### src/rtl/pa_fpu.sv
// Shared FPU definitions: operation codes, register map and the sequencer/access-engine
// state types used by the bus sequencer.
package pa_fpu;

    typedef enum logic [7:0] {
        op_add  = 8'h00,
        op_sub  = 8'h01,
        op_mul  = 8'h02,
        op_div  = 8'h03,
        op_sqrt = 8'h04,
        op_abs  = 8'h05,
        op_neg  = 8'h06
    } e_fpu_operations;

    localparam logic [3:0] FPU_REG_A0    = 4'h0;
    localparam logic [3:0] FPU_REG_A1    = 4'h1;
    localparam logic [3:0] FPU_REG_A2    = 4'h2;
    localparam logic [3:0] FPU_REG_A3    = 4'h3;
    localparam logic [3:0] FPU_REG_B0    = 4'h4;
    localparam logic [3:0] FPU_REG_B1    = 4'h5;
    localparam logic [3:0] FPU_REG_B2    = 4'h6;
    localparam logic [3:0] FPU_REG_B3    = 4'h7;
    localparam logic [3:0] FPU_REG_OP    = 4'h8;
    localparam logic [3:0] FPU_REG_START = 4'h9;
    localparam logic [3:0] FPU_REG_RES0  = 4'h9;
    localparam logic [3:0] FPU_REG_RES1  = 4'hA;
    localparam logic [3:0] FPU_REG_RES2  = 4'hB;
    localparam logic [3:0] FPU_REG_RES3  = 4'hC;

    typedef enum logic [2:0] {
        IDLE, CLEAR, WR_OPS, WAIT_END, RD_RES, ACK, RESP
    } e_seq_state;

    typedef enum logic [1:0] {
        PH_IDLE, PH_SETUP, PH_STROBE, PH_HOLD
    } e_acc_phase;

    // Write-burst slot to register address; unary ops skip the B block.
    function automatic logic [3:0] wr_addr(input logic [3:0] idx, input logic use_b);
        return (use_b || idx < 4'd4) ? idx : idx + 4'd4;
    endfunction

    function automatic logic [7:0] byte_of(input logic [31:0] w, input logic [1:0] sel);
        return w[{sel, 3'b000} +: 8];
    endfunction

endpackage

### src/rtl/fpu_bus_access.sv
// Single byte access on the FPU register port: SETUP, STROBE (STROBE_CYCLES), HOLD.
// A new request is taken in IDLE or in HOLD so bursts run back to back.
module fpu_bus_access
    import pa_fpu::*;
#(
    parameter int STROBE_CYCLES = 1
) (
    input  logic       clk,
    input  logic       arst,
    input  logic       req,
    input  logic [3:0] addr,
    input  logic [7:0] wdata,
    input  logic       is_read,
    input  logic       keep_cs,
    output logic       ready,
    output logic       done,
    output logic [7:0] rdata,
    output logic       bus_cs,
    output logic       bus_rd,
    output logic       bus_wr,
    output logic [3:0] bus_addr,
    output logic [7:0] bus_wdata,
    input  logic [7:0] bus_rdata
);

    localparam int SCW = (STROBE_CYCLES > 1) ? $clog2(STROBE_CYCLES) : 1;
    localparam logic [SCW-1:0] STB_LAST = SCW'(STROBE_CYCLES - 1);

    e_acc_phase     phase_q, phase_d;
    logic [SCW-1:0] stb_q, stb_d;
    logic           is_read_q, is_read_d;
    logic           cs_q, cs_d;
    logic           rd_q, rd_d;
    logic           wr_q, wr_d;
    logic [3:0]     addr_q, addr_d;
    logic [7:0]     wdata_q, wdata_d;
    logic [7:0]     rdata_q, rdata_d;
    logic           accept;

    assign ready  = (phase_q == PH_IDLE) || (phase_q == PH_HOLD);
    assign done   = (phase_q == PH_HOLD);
    assign accept = req && ready;

    always_comb begin
        phase_d   = phase_q;
        stb_d     = stb_q;
        is_read_d = is_read_q;
        addr_d    = addr_q;
        wdata_d   = wdata_q;
        rdata_d   = rdata_q;
        case (phase_q)
            PH_IDLE, PH_HOLD: begin
                if (accept) begin
                    phase_d   = PH_SETUP;
                    addr_d    = addr;
                    is_read_d = is_read;
                    wdata_d   = is_read ? 8'h00 : wdata;
                end else begin
                    phase_d = PH_IDLE;
                end
            end
            PH_SETUP: begin
                phase_d = PH_STROBE;
                stb_d   = '0;
            end
            PH_STROBE: begin
                // Read data is taken on the last strobe-low clock.
                if (stb_q == STB_LAST) begin
                    phase_d = PH_HOLD;
                    if (is_read_q) rdata_d = bus_rdata;
                end else begin
                    stb_d = stb_q + 1'b1;
                end
            end
            default: phase_d = PH_IDLE;
        endcase

        if (phase_d != PH_IDLE) cs_d = 1'b0;
        else                    cs_d = keep_cs ? cs_q : 1'b1;
        rd_d = !((phase_d == PH_STROBE) && is_read_d);
        wr_d = !((phase_d == PH_STROBE) && !is_read_d);
    end

    always_ff @(posedge clk or posedge arst) begin
        if (arst) begin
            phase_q   <= PH_IDLE;
            stb_q     <= '0;
            is_read_q <= 1'b0;
            cs_q      <= 1'b1;
            rd_q      <= 1'b1;
            wr_q      <= 1'b1;
            addr_q    <= 4'h0;
            wdata_q   <= 8'h00;
            rdata_q   <= 8'h00;
        end else begin
            phase_q   <= phase_d;
            stb_q     <= stb_d;
            is_read_q <= is_read_d;
            cs_q      <= cs_d;
            rd_q      <= rd_d;
            wr_q      <= wr_d;
            addr_q    <= addr_d;
            wdata_q   <= wdata_d;
            rdata_q   <= rdata_d;
        end
    end

    assign rdata     = rdata_q;
    assign bus_cs    = cs_q;
    assign bus_rd    = rd_q;
    assign bus_wr    = wr_q;
    assign bus_addr  = addr_q;
    assign bus_wdata = wdata_q;

endmodule

### src/rtl/fpu_bus_sequencer.sv
// Upstream master for the byte-wide FPU register port: takes one command, runs the full
// write/start/wait/read/ack protocol and returns the 32-bit result on a valid/ready port.
module fpu_bus_sequencer
    import pa_fpu::*;
#(
    parameter int STROBE_CYCLES  = 1,
    parameter int TIMEOUT_CYCLES = 65535,
    parameter int TCW            = 16
) (
    input  logic            clk,
    input  logic            arst,
    input  logic            cmd_valid,
    output logic            cmd_ready,
    input  e_fpu_operations cmd_op,
    input  logic [31:0]     cmd_a,
    input  logic [31:0]     cmd_b,
    input  logic            cmd_use_b,
    output logic            rsp_valid,
    input  logic            rsp_ready,
    output logic [31:0]     rsp_result,
    output logic            rsp_timeout,
    output logic [7:0]      fpu_databus_out,
    input  logic [7:0]      fpu_databus_in,
    output logic [3:0]      fpu_addr,
    output logic            fpu_cs,
    output logic            fpu_rd,
    output logic            fpu_wr,
    output logic            fpu_end_ack,
    input  logic            fpu_cmd_end,
    input  logic            fpu_busy,
    output logic            seq_busy
);

    localparam logic [TCW-1:0] TMO_LAST = TCW'(TIMEOUT_CYCLES - 1);

    e_seq_state      state_q, state_d;
    e_fpu_operations op_q, op_d;
    logic [31:0]     a_q, a_d;
    logic [31:0]     b_q, b_d;
    logic            use_b_q, use_b_d;
    logic [3:0]      idx_q, idx_d;
    logic [TCW-1:0]  tmo_q, tmo_d;
    logic [31:0]     result_q, result_d;
    logic            timeout_q, timeout_d;
    logic            rsp_valid_q, rsp_valid_d;
    logic            cmd_ready_q, cmd_ready_d;
    logic            end_ack_q, end_ack_d;

    logic            acc_req, acc_is_read, acc_keep_cs;
    logic [3:0]      acc_addr;
    logic [7:0]      acc_wdata;
    logic            acc_ready, acc_done, acc_accept;
    logic [7:0]      acc_rdata;
    logic [3:0]      n_wr;
    logic [3:0]      w_addr;
    logic            capture;
    logic            unused_fpu_busy;

    assign unused_fpu_busy = fpu_busy;
    assign n_wr       = use_b_q ? 4'd10 : 4'd6;
    assign w_addr     = wr_addr(idx_q, use_b_q);
    assign capture    = (state_q == IDLE) && cmd_valid;
    assign acc_accept = acc_req && acc_ready;

    // The next access of a burst is presented while the current one is in HOLD.
    always_comb begin
        acc_req     = 1'b0;
        acc_addr    = 4'h0;
        acc_wdata   = 8'h00;
        acc_is_read = 1'b0;
        acc_keep_cs = 1'b0;
        case (state_q)
            WR_OPS: begin
                acc_req     = idx_q < n_wr;
                acc_addr    = w_addr;
                acc_keep_cs = acc_req;
                if (w_addr < FPU_REG_B0)       acc_wdata = byte_of(a_q, w_addr[1:0]);
                else if (w_addr < FPU_REG_OP)  acc_wdata = byte_of(b_q, w_addr[1:0]);
                else if (w_addr == FPU_REG_OP) acc_wdata = op_q;
                else                           acc_wdata = 8'h00;
            end
            RD_RES: begin
                acc_req     = idx_q < 4'd4;
                acc_addr    = FPU_REG_RES0 + idx_q;
                acc_is_read = 1'b1;
                acc_keep_cs = acc_req;
            end
            default: ;
        endcase
    end

    always_comb begin
        state_d   = state_q;
        idx_d     = idx_q;
        tmo_d     = tmo_q;
        result_d  = result_q;
        timeout_d = timeout_q;
        end_ack_d = end_ack_q;
        op_d      = capture ? cmd_op : op_q;
        a_d       = capture ? cmd_a : a_q;
        b_d       = capture ? cmd_b : b_q;
        use_b_d   = capture ? cmd_use_b : use_b_q;
        case (state_q)
            IDLE: begin
                if (cmd_valid) begin
                    idx_d     = 4'd0;
                    result_d  = 32'h0;
                    timeout_d = 1'b0;
                    // A completion still pending from earlier must be flushed first.
                    if (fpu_cmd_end) begin
                        state_d   = CLEAR;
                        end_ack_d = 1'b1;
                    end else begin
                        state_d = WR_OPS;
                    end
                end
            end
            CLEAR: begin
                if (!fpu_cmd_end) begin
                    end_ack_d = 1'b0;
                    state_d   = WR_OPS;
                end
            end
            WR_OPS: begin
                if (acc_accept) idx_d = idx_q + 4'd1;
                if (acc_done && idx_q == n_wr) begin
                    state_d = WAIT_END;
                    tmo_d   = '0;
                end
            end
            WAIT_END: begin
                tmo_d = tmo_q + 1'b1;
                if (fpu_cmd_end) begin
                    state_d = RD_RES;
                    idx_d   = 4'd0;
                end else if (tmo_q == TMO_LAST) begin
                    state_d   = RESP;
                    timeout_d = 1'b1;
                    result_d  = 32'h0;
                end
            end
            RD_RES: begin
                if (acc_accept) idx_d = idx_q + 4'd1;
                if (acc_done) result_d = {acc_rdata, result_q[31:8]};
                if (acc_done && idx_q == 4'd4) begin
                    state_d   = ACK;
                    end_ack_d = 1'b1;
                end
            end
            ACK: begin
                if (!fpu_cmd_end) begin
                    end_ack_d = 1'b0;
                    state_d   = RESP;
                end
            end
            RESP: begin
                if (rsp_ready) state_d = IDLE;
            end
            default: state_d = IDLE;
        endcase
        cmd_ready_d = (state_d == IDLE);
        rsp_valid_d = (state_d == RESP);
    end

    always_ff @(posedge clk or posedge arst) begin
        if (arst) begin
            state_q     <= IDLE;
            idx_q       <= 4'd0;
            tmo_q       <= '0;
            result_q    <= 32'h0;
            timeout_q   <= 1'b0;
            rsp_valid_q <= 1'b0;
            cmd_ready_q <= 1'b1;
            end_ack_q   <= 1'b0;
        end else begin
            state_q     <= state_d;
            idx_q       <= idx_d;
            tmo_q       <= tmo_d;
            result_q    <= result_d;
            timeout_q   <= timeout_d;
            rsp_valid_q <= rsp_valid_d;
            cmd_ready_q <= cmd_ready_d;
            end_ack_q   <= end_ack_d;
        end
    end

    always_ff @(posedge clk) begin
        op_q    <= op_d;
        a_q     <= a_d;
        b_q     <= b_d;
        use_b_q <= use_b_d;
    end

    fpu_bus_access #(
        .STROBE_CYCLES(STROBE_CYCLES)
    ) u_access (
        .clk      (clk),
        .arst     (arst),
        .req      (acc_req),
        .addr     (acc_addr),
        .wdata    (acc_wdata),
        .is_read  (acc_is_read),
        .keep_cs  (acc_keep_cs),
        .ready    (acc_ready),
        .done     (acc_done),
        .rdata    (acc_rdata),
        .bus_cs   (fpu_cs),
        .bus_rd   (fpu_rd),
        .bus_wr   (fpu_wr),
        .bus_addr (fpu_addr),
        .bus_wdata(fpu_databus_out),
        .bus_rdata(fpu_databus_in)
    );

    assign cmd_ready   = cmd_ready_q;
    assign rsp_valid   = rsp_valid_q;
    assign rsp_result  = result_q;
    assign rsp_timeout = timeout_q;
    assign fpu_end_ack = end_ack_q;
    assign seq_busy    = (state_q != IDLE);

endmodule

### config.mk
export PLATFORM = sky130hd
export DESIGN_NAME = fpu_bus_sequencer
export DESIGN_NICKNAME = d
export VERILOG_FILES = /design/src/rtl/pa_fpu.sv /design/src/rtl/fpu_bus_access.sv /design/src/rtl/fpu_bus_sequencer.sv
export SDC_FILE = /design/constraint.sdc
export NUM_CORES = 1
export LEC_CHECK = 0
export CAP_MARGIN = 40
export CORE_MARGIN = 3
export CORE_UTILIZATION = 40
export CTS_CLUSTER_SIZE = 40
export DETAILED_ROUTE_END_ITERATION = 10
export GPL_ROUTABILITY_DRIVEN = 0
export HOLD_SLACK_MARGIN = 0.02
export PLACE_DENSITY = 0.73
export SETUP_SLACK_MARGIN = 0.02
export SLEW_MARGIN = 20
export SYNTH_ARGS = -nofsm -noshare
export SYNTH_HDL_FRONTEND = slang
export SYNTH_SLANG_ARGS = --single-unit
### constraint.sdc
create_clock -name clk -period 13.1 [get_ports clk]
set_clock_uncertainty 0.05 [all_clocks]
set_input_delay 1.965 -clock clk [delete_from_list [all_inputs] [get_ports clk]]
set_output_delay 1.965 -clock clk [all_outputs]
set_load 0.03 [all_outputs]
==> reports/metrics.yaml, run 1 <==
outcome:
  outcome: "finished, final reports clean"
timing:
  rsz0062_at_grt: "false"
  setup_viol: 0
  fmax_mhz: 241
  worst_pin_slew_ns: 0.784
  fin_crit_sh: 0.316
  finalMaxSlewViolations: 0
  maxSlewHeadroom: 0.474
  finalSetupTns_ns: 0
  finalCriticalPeriod_ns: 4.14
  hold_viol: 0
cells_and_area:
  diodes: 0
  syn2layout_area_growth_pct: 31.1
  fill_cells: 1314
  multi_input_area_um2: 2170
  seqCellArea_um2: 4320
  final_util: 0.546
  drive_gt1_frac: 0.141
  final_cell_area_um2: 8850
  fin_nets: 699
yosys:
  ys_types: 61
  seq_area_frac_synth: 0.640
  ys_async_sr_fraction: 0.538
  syn_area_um2: 6750
  yosysWarnings: 0
  avgSynthCellArea_um2: 14.7
  synth_flop_cell: "dfrtp_1"
  synth_seq_cells: 158
  synthCells: 461
  syn_nets: 560
  synth-edff-count: 73
cts:
  cts_buffers: 17
  cts-resized-gates: 0
  cts_sinks: 158
  cts_setup_buffers: 0
  htreeDepth: 4
  clkLatencyLatePin_ns: 0.42
  hold_buffers: 0
  cts_root_buf: "clkbuf_16"
  cts_tree: "done"
  cts_buffer_depth: 2
  clkSlewWorstSetupHoldPaths_ns: 0.06
min_path:
  hp-class: "register to register"
  min_to: "tmo_q[7]"
  min_from: "tmo_q[7]"
  holdPathStages: 1
power:
  power_density_nw_per_um2: 196
  power.leakage_nw: 3.41
  pwr-share-comb: 0.343
  p_sw_uw: 596
  power_frac_clock: 0.264
  seqPwrFrac: 0.393
  ir_drop_mv: 0.102
  power.internal_mw: 1.14
  swShare: 0.343
die:
  initial_core_util: 0.416
  core_area_um2: 16200
  fp.dieArea_um2: 18500
  fp-row-count: 46
  die_h_um: 136
  io_pins: 139
  die_x_um: 136
global_routing:
  grt_pass1_wl_um: 23400
  antenna_found_initial: 0
  overflow: 0
  grt_use_total: 0.163
  grt_max_degree: 76
  first_global_vias: 4608
routing:
  wire_per_inst_um: 17.3
  ant_nets: 0
  drc: 0
  viasPerCell: 5.32
  dr_total_vias: 4402
  drt_iter0_markers: 303
  routed_wl_um: 14300
  detail_route.first_pass.iterations: 4
place:
  hpwl_um: 10100
  dpl-instance-area_um2: 8280
  numPortBuffers: 137
run:
  maxCapViolCount: 0
critical_path:
  crit_path_end_kind: "output port"
  rr_endpoint: "rsp_result[7]"
  crit-reg2reg-launch: "state_q[0]"
  reg2reg_depth: 5
  crit_type: "register to output port"
  cp_max_fo: 21
  start_kind: "register"
  cp.required_ns: 11.09
  reg2reg_slack_ns: 10.54
  cp.arrival_ns: 2.13
==> cells by family (layout without fill, tap and decap cells) <==
| family | after synthesis | in the layout | share of synthesized area |
|---|---|---|---|
| compound gates | 114 | 114 | 0.124 |
| xor+xnor | 3 | 3 | 0.00389 |
| fa+ha+maj | 12 | 12 | 0.0222 |
| buf+inv | 42 | 193 | 0.0393 |
| flops | 158 | 158 | 0.640 |
| mux | 36 | 36 | 0.0854 |
| simple gates | 96 | 96 | 0.0845 |
==> worst max path at each step <==
stage / start / end / slack [ns]
2_1_floorplan: cmd_valid / rsp_timeout / 2.75
3_3_place_gp: cmd_valid / rsp_result[0] / 8.89
3_5_place_dp: cmd_valid / rsp_result[7] / 8.97
4_1_cts: state_q[0] / seq_busy / 8.94
5_1_grt: state_q[0] / seq_busy / 8.86
6_report: state_q[0] / seq_busy / 8.96
==> worst max-delay path, stage by stage (launching register included) <==
cell and delay, ns:
dfrtp_1 0.65, or3_1 0.46, clkdlybuf4s50_1 0.60
==> Yosys cell counts (all sizes together), types with 2 or more instances <==
cell type,number,area share
and4,4,0.0052
o31ai,6,0.0082
buf,19,0.026
nand4,15,0.015
nor2,13,0.0076
o221ai,2,0.0026
mux2,13,0.022
nand3,13,0.0096
a21oi,9,0.0067
a31oi,3,0.0028
dfrtp,81,0.30
a22oi,9,0.010
clkbuf,8,0.0044
o211ai,14,0.016
dfstp,4,0.016
or3,4,0.0037
o32ai,2,0.0037
edfxtp,73,0.32
mux2i,7,0.010
o22ai,2,0.0019
inv,15,0.0083
nor2b,3,0.0028
a22o,32,0.041
ha,12,0.022
nand3b,2,0.0041
and2,2,0.0019
xor2,2,0.0026
nor3,2,0.0015
mux4,16,0.053
o21ai,26,0.020
nor3b,2,0.0046
nand2,26,0.014
nand2b,2,0.0019
a221oi,2,0.0035
==> stage by stage <==
stage                     cells  worst slack (ns)  total power [mW]  hold WS, ns
after CTS                   827              8.94              1.76        0.431
final                       828              8.96              1.74        0.433
after global routing        828              8.86              1.84        0.454
after detailed placement    796              8.97              1.29        0.426
after floorplan             461              2.75              1.10        0.395
after global placement      792              8.89              1.26        0.416
==> routing by layer <==
metal  track usage  routed length [µm]  part of all wire
met3        0.0677                1110             0.078
met2         0.267                7110              0.50
met5             0                   0                 0
met1         0.200                5970              0.42
met4        0.0454                 116            0.0081
==> power by group through the flow <==
stage                     clock network (mW)  logic (mW)  registers, mW
after floorplan                            0       0.365          0.733
after global placement                     0       0.565          0.697
after detailed placement                   0       0.599          0.694
after CTS                              0.471       0.602          0.684
after global routing                   0.491       0.653          0.696
final                                  0.458       0.596          0.683
==> flip-flops by register name, indices dropped and copies added, names as in the netlist, 2 cells and up <==
register,cells
a_q,32
b_q,32
rsp_result,32
tmo_q,16
op_q,8
u_access.bus_wdata,8
u_access.rdata,8
idx_q,4
u_access.bus_addr,4
state_q,3
u_access.phase_q,2
==> cell type report <==
cell class,instances,area share
tap,216,0.0305
inverter,15,0.00650
timing repair buffer,147,0.168
multi-input combinational,261,0.245
clock buffer,20,0.0493
clock inverter,11,0.0122
sequential,158,0.488
==> cell usage in the layout, fill, tap and decap left out, types with 5 or more instances in the layout <==
cell type,instances
clkdlybuf4s50_1,137
dfrtp_1,81
edfxtp_1,73
a22o_1,32
nand2_1,26
o21ai_0,25
clkbuf_16,17
mux4_2,16
nand4_1,14
inv_1,14
o211ai_1,14
mux2_2,13
nand3_1,13
nor2_1,12
ha_1,12
a21oi_1,9
a22oi_1,9
mux2i_1,7
inv_6,5
buf_4,5
Note: power is estimated with default switching activity, not from simulation.
==> run 2: changes to the inputs <==
- clock period: 13.1 -> 4.3 ns (I/O delays scaled with it)
==> reports/metrics.yaml, run 2 (same netlist as run 1, synthesis figures left out) <==
outcome:
  outcome: "finished, final reports clean"
run:
  maxCapViolCount: 0  # unchanged
timing:
  hold_viol: 0  # unchanged
  fin_crit_sh: 0.664
  finalSetupTns_ns: 0  # unchanged
  fmax_mhz: 350
  setup_viol: 0  # unchanged
  maxSlewHeadroom: 0.449  # -0.0253
  rsz0062_at_grt: "false"
  finalCriticalPeriod_ns: 2.85
  finalMaxSlewViolations: 0  # unchanged
  worst_pin_slew_ns: 0.826  # +0.0426 ns
cells_and_area:
  final_cell_area_um2: 8910  # +0.64%
  fin_nets: 699  # unchanged
  diodes: 0  # unchanged
  drive_gt1_frac: 0.142  # +0.00140
  layout_commonest_cell: "clkdlybuf4s50_1"
  syn2layout_area_growth_pct: 31.9
  final_util: 0.549  # +0.00347
  layout.cells.non_filler: 829  # +0.12%
  layout_common_cells: "clkdlybuf4s50_1 (137), dfrtp_1 (81), edfxtp_1 (73), a22o_1 (32), nand2_1 (26)"
  fill_cells: 1331  # +1.3%
die:
  die_x_um: 136  # unchanged
  fp.dieArea_um2: 18500  # unchanged
  fp-row-count: 46  # unchanged
  io_pins: 139  # unchanged
  die_h_um: 136  # unchanged
  core_area_um2: 16200  # unchanged
  initial_core_util: 0.416  # unchanged
critical_path:
  startpoint: "state_q[0]"
  start_kind: "register"
  reg2reg_slack_ns: 1.90  # -8.64 ns
  rr_endpoint: "u_access.bus_wdata[3]"
  reg2reg_depth: 6  # +1
  cp.arrival_ns: 2.16  # +0.03 ns
  cp-endpoint: "seq_busy"
  crit_type: "register to output port"
  crit-reg2reg-launch: "idx_q[2]"
  cp.required_ns: 3.61  # -7.48 ns
  cp_max_fo: 21  # unchanged
  crit_path_end_kind: "output port"
cts:
  clkLatencyLatePin_ns: 0.41  # about the same
  hold_buffers: 0  # unchanged
  cts_buffers: 17  # unchanged
  clkSlewWorstSetupHoldPaths_ns: 0.06  # about the same
  cts-resized-gates: 0  # unchanged
  cts_sinks: 158  # unchanged
  htreeDepth: 4  # unchanged
  cts_tree: "done"
  cts_setup_buffers: 0  # unchanged
  cts_buffer_depth: 2  # unchanged
  cts_root_buf: "clkbuf_16"
power:
  power_density_nw_per_um2: 608  # +210%
  seqPwrFrac: 0.386  # -0.007
  pwr-share-comb: 0.336  # -0.007
  p_sw_mw: 1.82  # +210%
  power_frac_clock: 0.278  # +0.014
  swShare: 0.337  # -0.00660
  power.leakage_nw: 3.44  # +0.68%
  power.internal_mw: 3.59  # +210%
  ir_drop_mv: 0.311  # +210%
routing:
  detail_route.first_pass.iterations: 4  # unchanged
  drc: 0  # unchanged
  wire_per_inst_um: 17.4  # +0.70%
  routed_wl_um: 14400  # +0.82%
  dr_total_vias: 4527  # +2.8%
  drt_iter0_markers: 248  # -18%
  ant_nets: 0  # unchanged
  viasPerCell: 5.46  # +2.7%
global_routing:
  grt_pass1_wl_um: 23700  # +1.1%
  grt_use_total: 0.164  # +0.00142
  first_global_vias: 4628  # +0.43%
  antenna_found_initial: 0  # unchanged
  overflow: 0  # unchanged
  grt_max_degree: 76  # unchanged
place:
  dpl-instance-area_um2: 8290  # about the same
  numPortBuffers: 137  # unchanged
  dp.cells: 796  # unchanged
  hpwl_um: 10200  # +1.1%
min_path:
  hp-class: "register to register"
## run 2: routing by layer
metal,vias to the layer above,track usage,share of wire
met5,-,0,0
met2,175,0.264,0.48
met4,0,0.0661,0.015
met3,18,0.0574,0.080
met1,2262,0.204,0.42
li1,2072,-,-
## run 2: worst max-delay path, cell delays in order, from the launching register on
cell	delay, ns
dfrtp_1	0.88
or3_1	0.20
clkdlybuf4s50_1	0.67
## run 2: area by class of cell
class	count	area, µm²	share of cell area
Sequential cell	158	4320	0.485
Inverter	15	57.6	0.00646
Clock buffer	19	433	0.0486
Tap cell	216	270	0.0303
Timing Repair Buffer	147	1480	0.167
Clock inverter	13	163	0.0183
Multi-Input combinational cell	261	2180	0.245
## run 2: power by group through the flow
stage          Clock, mW  Sequential [mW]  Combinational (mW)
2_1_floorplan          0             2.21                1.12
5_1_grt             1.61             2.13                1.99
3_5_place_dp           0             2.12                1.82
3_3_place_gp           0             2.13                1.72
4_1_cts             1.54             2.09                1.83
6_report            1.50             2.09                1.82
## run 2: stage by stage
stage	worst slack [ns]	power, mW	hold slack [ns]
final	1.45	5.41	0.430
after global routing	1.36	5.72	0.459
after CTS	1.44	5.46	0.436
after detailed placement	1.55	3.94	0.431
after global placement	1.61	3.85	0.420
after floorplan	0.741	3.33	0.395
## run 2: worst min-delay path by stage
stage / from / endpoint / slack [ns] / depth (start not counted)
after floorplan: tmo_q[15] / tmo_q[15] / 0.40 / 1
after global placement: tmo_q[15] / tmo_q[15] / 0.42 / 1
after detailed placement: tmo_q[7] / tmo_q[7] / 0.43 / 1
after CTS: arst / rsp_result[10] / 0.44 / 2
after global routing: arst / rsp_result[2] / 0.46 / 2
final: tmo_q[7] / tmo_q[7] / 0.43 / 1
==> run 3: changes to the inputs <==
- clock period: 4.3 -> 2.95 ns (I/O delays scaled with it)
==> reports/metrics.yaml, run 3 (same netlist as run 1, synthesis figures left out) <==
outcome:
  outcome: "finished, final reports clean"
timing:
  worst_pin_slew_ns: 0.795  # -0.0311 ns
  fmax_mhz: 386
  finalCriticalPeriod_ns: 2.59
  worst_slack_ns: 0.358  # -1.09 ns
  finalMaxSlewViolations: 0  # unchanged
  hold_viol: 0  # unchanged
  setup_viol: 0  # unchanged
  maxSlewHeadroom: 0.467  # +0.0175
  fin_crit_sh: 0.879
  rsz0062_at_grt: "false"
place:
  place_ws_ns: 0.611  # -0.944 ns
  numPortBuffers: 137  # unchanged
  dp.cells: 797  # +0.13%
  hpwl_um: 10000  # -1.9%
critical_path:
  cp.required_ns: 2.46  # -1.15 ns
  crit_path_end_kind: "output port"
  reg2reg_slack_ns: 0.57  # -1.33 ns
  start_kind: "register"
  crit_type: "register to output port"
  cpPeakStageDelay_ns: 0.80  # -0.08 ns
  crit_family: "flip-flops"
  crit_buf_inv: 1  # unchanged
  slowest_stage: "dfrtp_1"
  cp.arrival_ns: 2.10  # -0.06 ns
  cp_cell_sequence: "or3_1 -> clkdlybuf4s50_1"
  cp_max_fo: 21  # unchanged
cells_and_area:
  layout.cells.non_filler: 829  # unchanged
  fill_cells: 1296  # -2.6%
  diodes: 0  # unchanged
  drive_gt1_frac: 0.145  # +0.00326
  layout_common_cells: "clkdlybuf4s50_1 (137), dfrtp_1 (81), edfxtp_1 (73), a22o_1 (32), nand2_1 (26)"
  syn2layout_area_growth_pct: 31.8  # about the same
  layout_commonest_cell: "clkdlybuf4s50_1"
  fin_nets: 699  # unchanged
routing:
  viasPerCell: 5.45  # -0.27%
  drt_iter0_markers: 235  # -5.2%
  routed_wl_um: 14600  # +1.4%
  detail_route.first_pass.iterations: 5  # +1
  wire_per_inst_um: 17.6  # +1.4%
  ant_nets: 0  # unchanged
  dr_total_vias: 4515  # -0.27%
  drc: 0  # unchanged
cts:
  clkLatencyLatePin_ns: 0.43  # +0.02 ns
  cts_root_buf: "clkbuf_16"
  cts_buffers: 17  # unchanged
  htreeDepth: 4  # unchanged
  clkSlewWorstSetupHoldPaths_ns: 0.06  # about the same
  cts_sinks: 158  # unchanged
  cts_setup_buffers: 0  # unchanged
  hold_buffers: 0  # unchanged
  cts-resized-gates: 0  # unchanged
  cts_tree: "done"
  cts_buffer_depth: 2  # unchanged
die:
  fp.dieArea_um2: 18500  # unchanged
  fp-row-count: 46  # unchanged
  core_area_um2: 16200  # unchanged
  initial_core_util: 0.416  # unchanged
  die_x_um: 136  # unchanged
  io_pins: 139  # unchanged
  die_h_um: 136  # unchanged
global_routing:
  grt_pass1_wl_um: 23800  # +0.58%
  first_global_vias: 4627  # -0.022%
  grt_max_degree: 86  # +13%
  overflow: 0  # unchanged
  grt_use_total: 0.168  # +0.00335
  antenna_found_initial: 0  # unchanged
power:
  power_density_nw_per_um2: 890  # +46%
  power.leakage_nw: 3.44  # +0.13%
  ir_drop_mv: 0.489  # +57%
run:
  maxCapViolCount: 0  # unchanged
min_path:
  hp-class: "input pin to asynchronous set/reset pin"
[run 3: cell count changes in the layout (fill, tap and decap cells not counted), sizes merged]
cell	previous run	this run
clkinvlp	4	2
clkbuf	19	17
inv	17	22
bufinv	3	2
[run 3: final timing paths]
kind,from,end,cells past startpoint
max,state_q[2],seq_busy,2
min,arst,rsp_result[18],3
max reg2reg,idx_q[2],u_access.bus_wdata[0],6
min reg2reg,tmo_q[15],tmo_q[15],1
max in group asynchronous,arst,u_access.bus_wr,3
min in group clk,tmo_q[15],tmo_q[15],1
[run 3: cell type report]
type	instances	area (µm²)	area share
Sequential cell	158	4320	0.486
Multi-Input combinational cell	261	2180	0.245
Inverter	15	57.6	0.00647
Timing Repair Buffer	147	1470	0.165
Clock buffer	17	425	0.0478
Clock inverter	15	174	0.0195
Tap cell	216	270	0.0304
[run 3: worst reg2reg max path: stages (launching register included)]
cell and delay [ns]:
dfrtp_1 0.53, inv_1 0.17, ha_1 0.31, nor2_1 0.14
o31ai_2 0.67, a22oi_1 0.20, o211ai_1 0.23
[run 3: per-stage QoR]
stage / instance area [µm²] / hold slack [ns] / total power [mW] / TNS (ns) / util
finish: 8900 / 0.388 / 7.92 / 0 / 0.548
global placement: 8300 / 0.416 / 5.67 / 0 / 0.512
floorplan: 6770 / 0.395 / 4.86 / -42.50 / -
global route: 8900 / 0.428 / 8.36 / 0 / 0.548
detailed placement: 8300 / 0.420 / 5.76 / 0 / 0.512
CTS: 8900 / 0.411 / 7.98 / 0 / 0.548
[run 3: layer usage]
layer | wire length (µm) | share of wire | track usage | vias to the layer above
met5 | 0 | 0 | 0 | -
met4 | 334 | 0.023 | 0.0683 | 0
met3 | 1220 | 0.083 | 0.0651 | 24
met2 | 7110 | 0.49 | 0.266 | 198
met1 | 5960 | 0.41 | 0.207 | 2214
li1 | - | - | - | 2079
[run 3: report_power, final]
group          internal (mW)  switching [mW]
Combinational           1.16            1.51
Clock                   1.27           0.942
Sequential              2.74           0.302
Total                   5.17            2.75
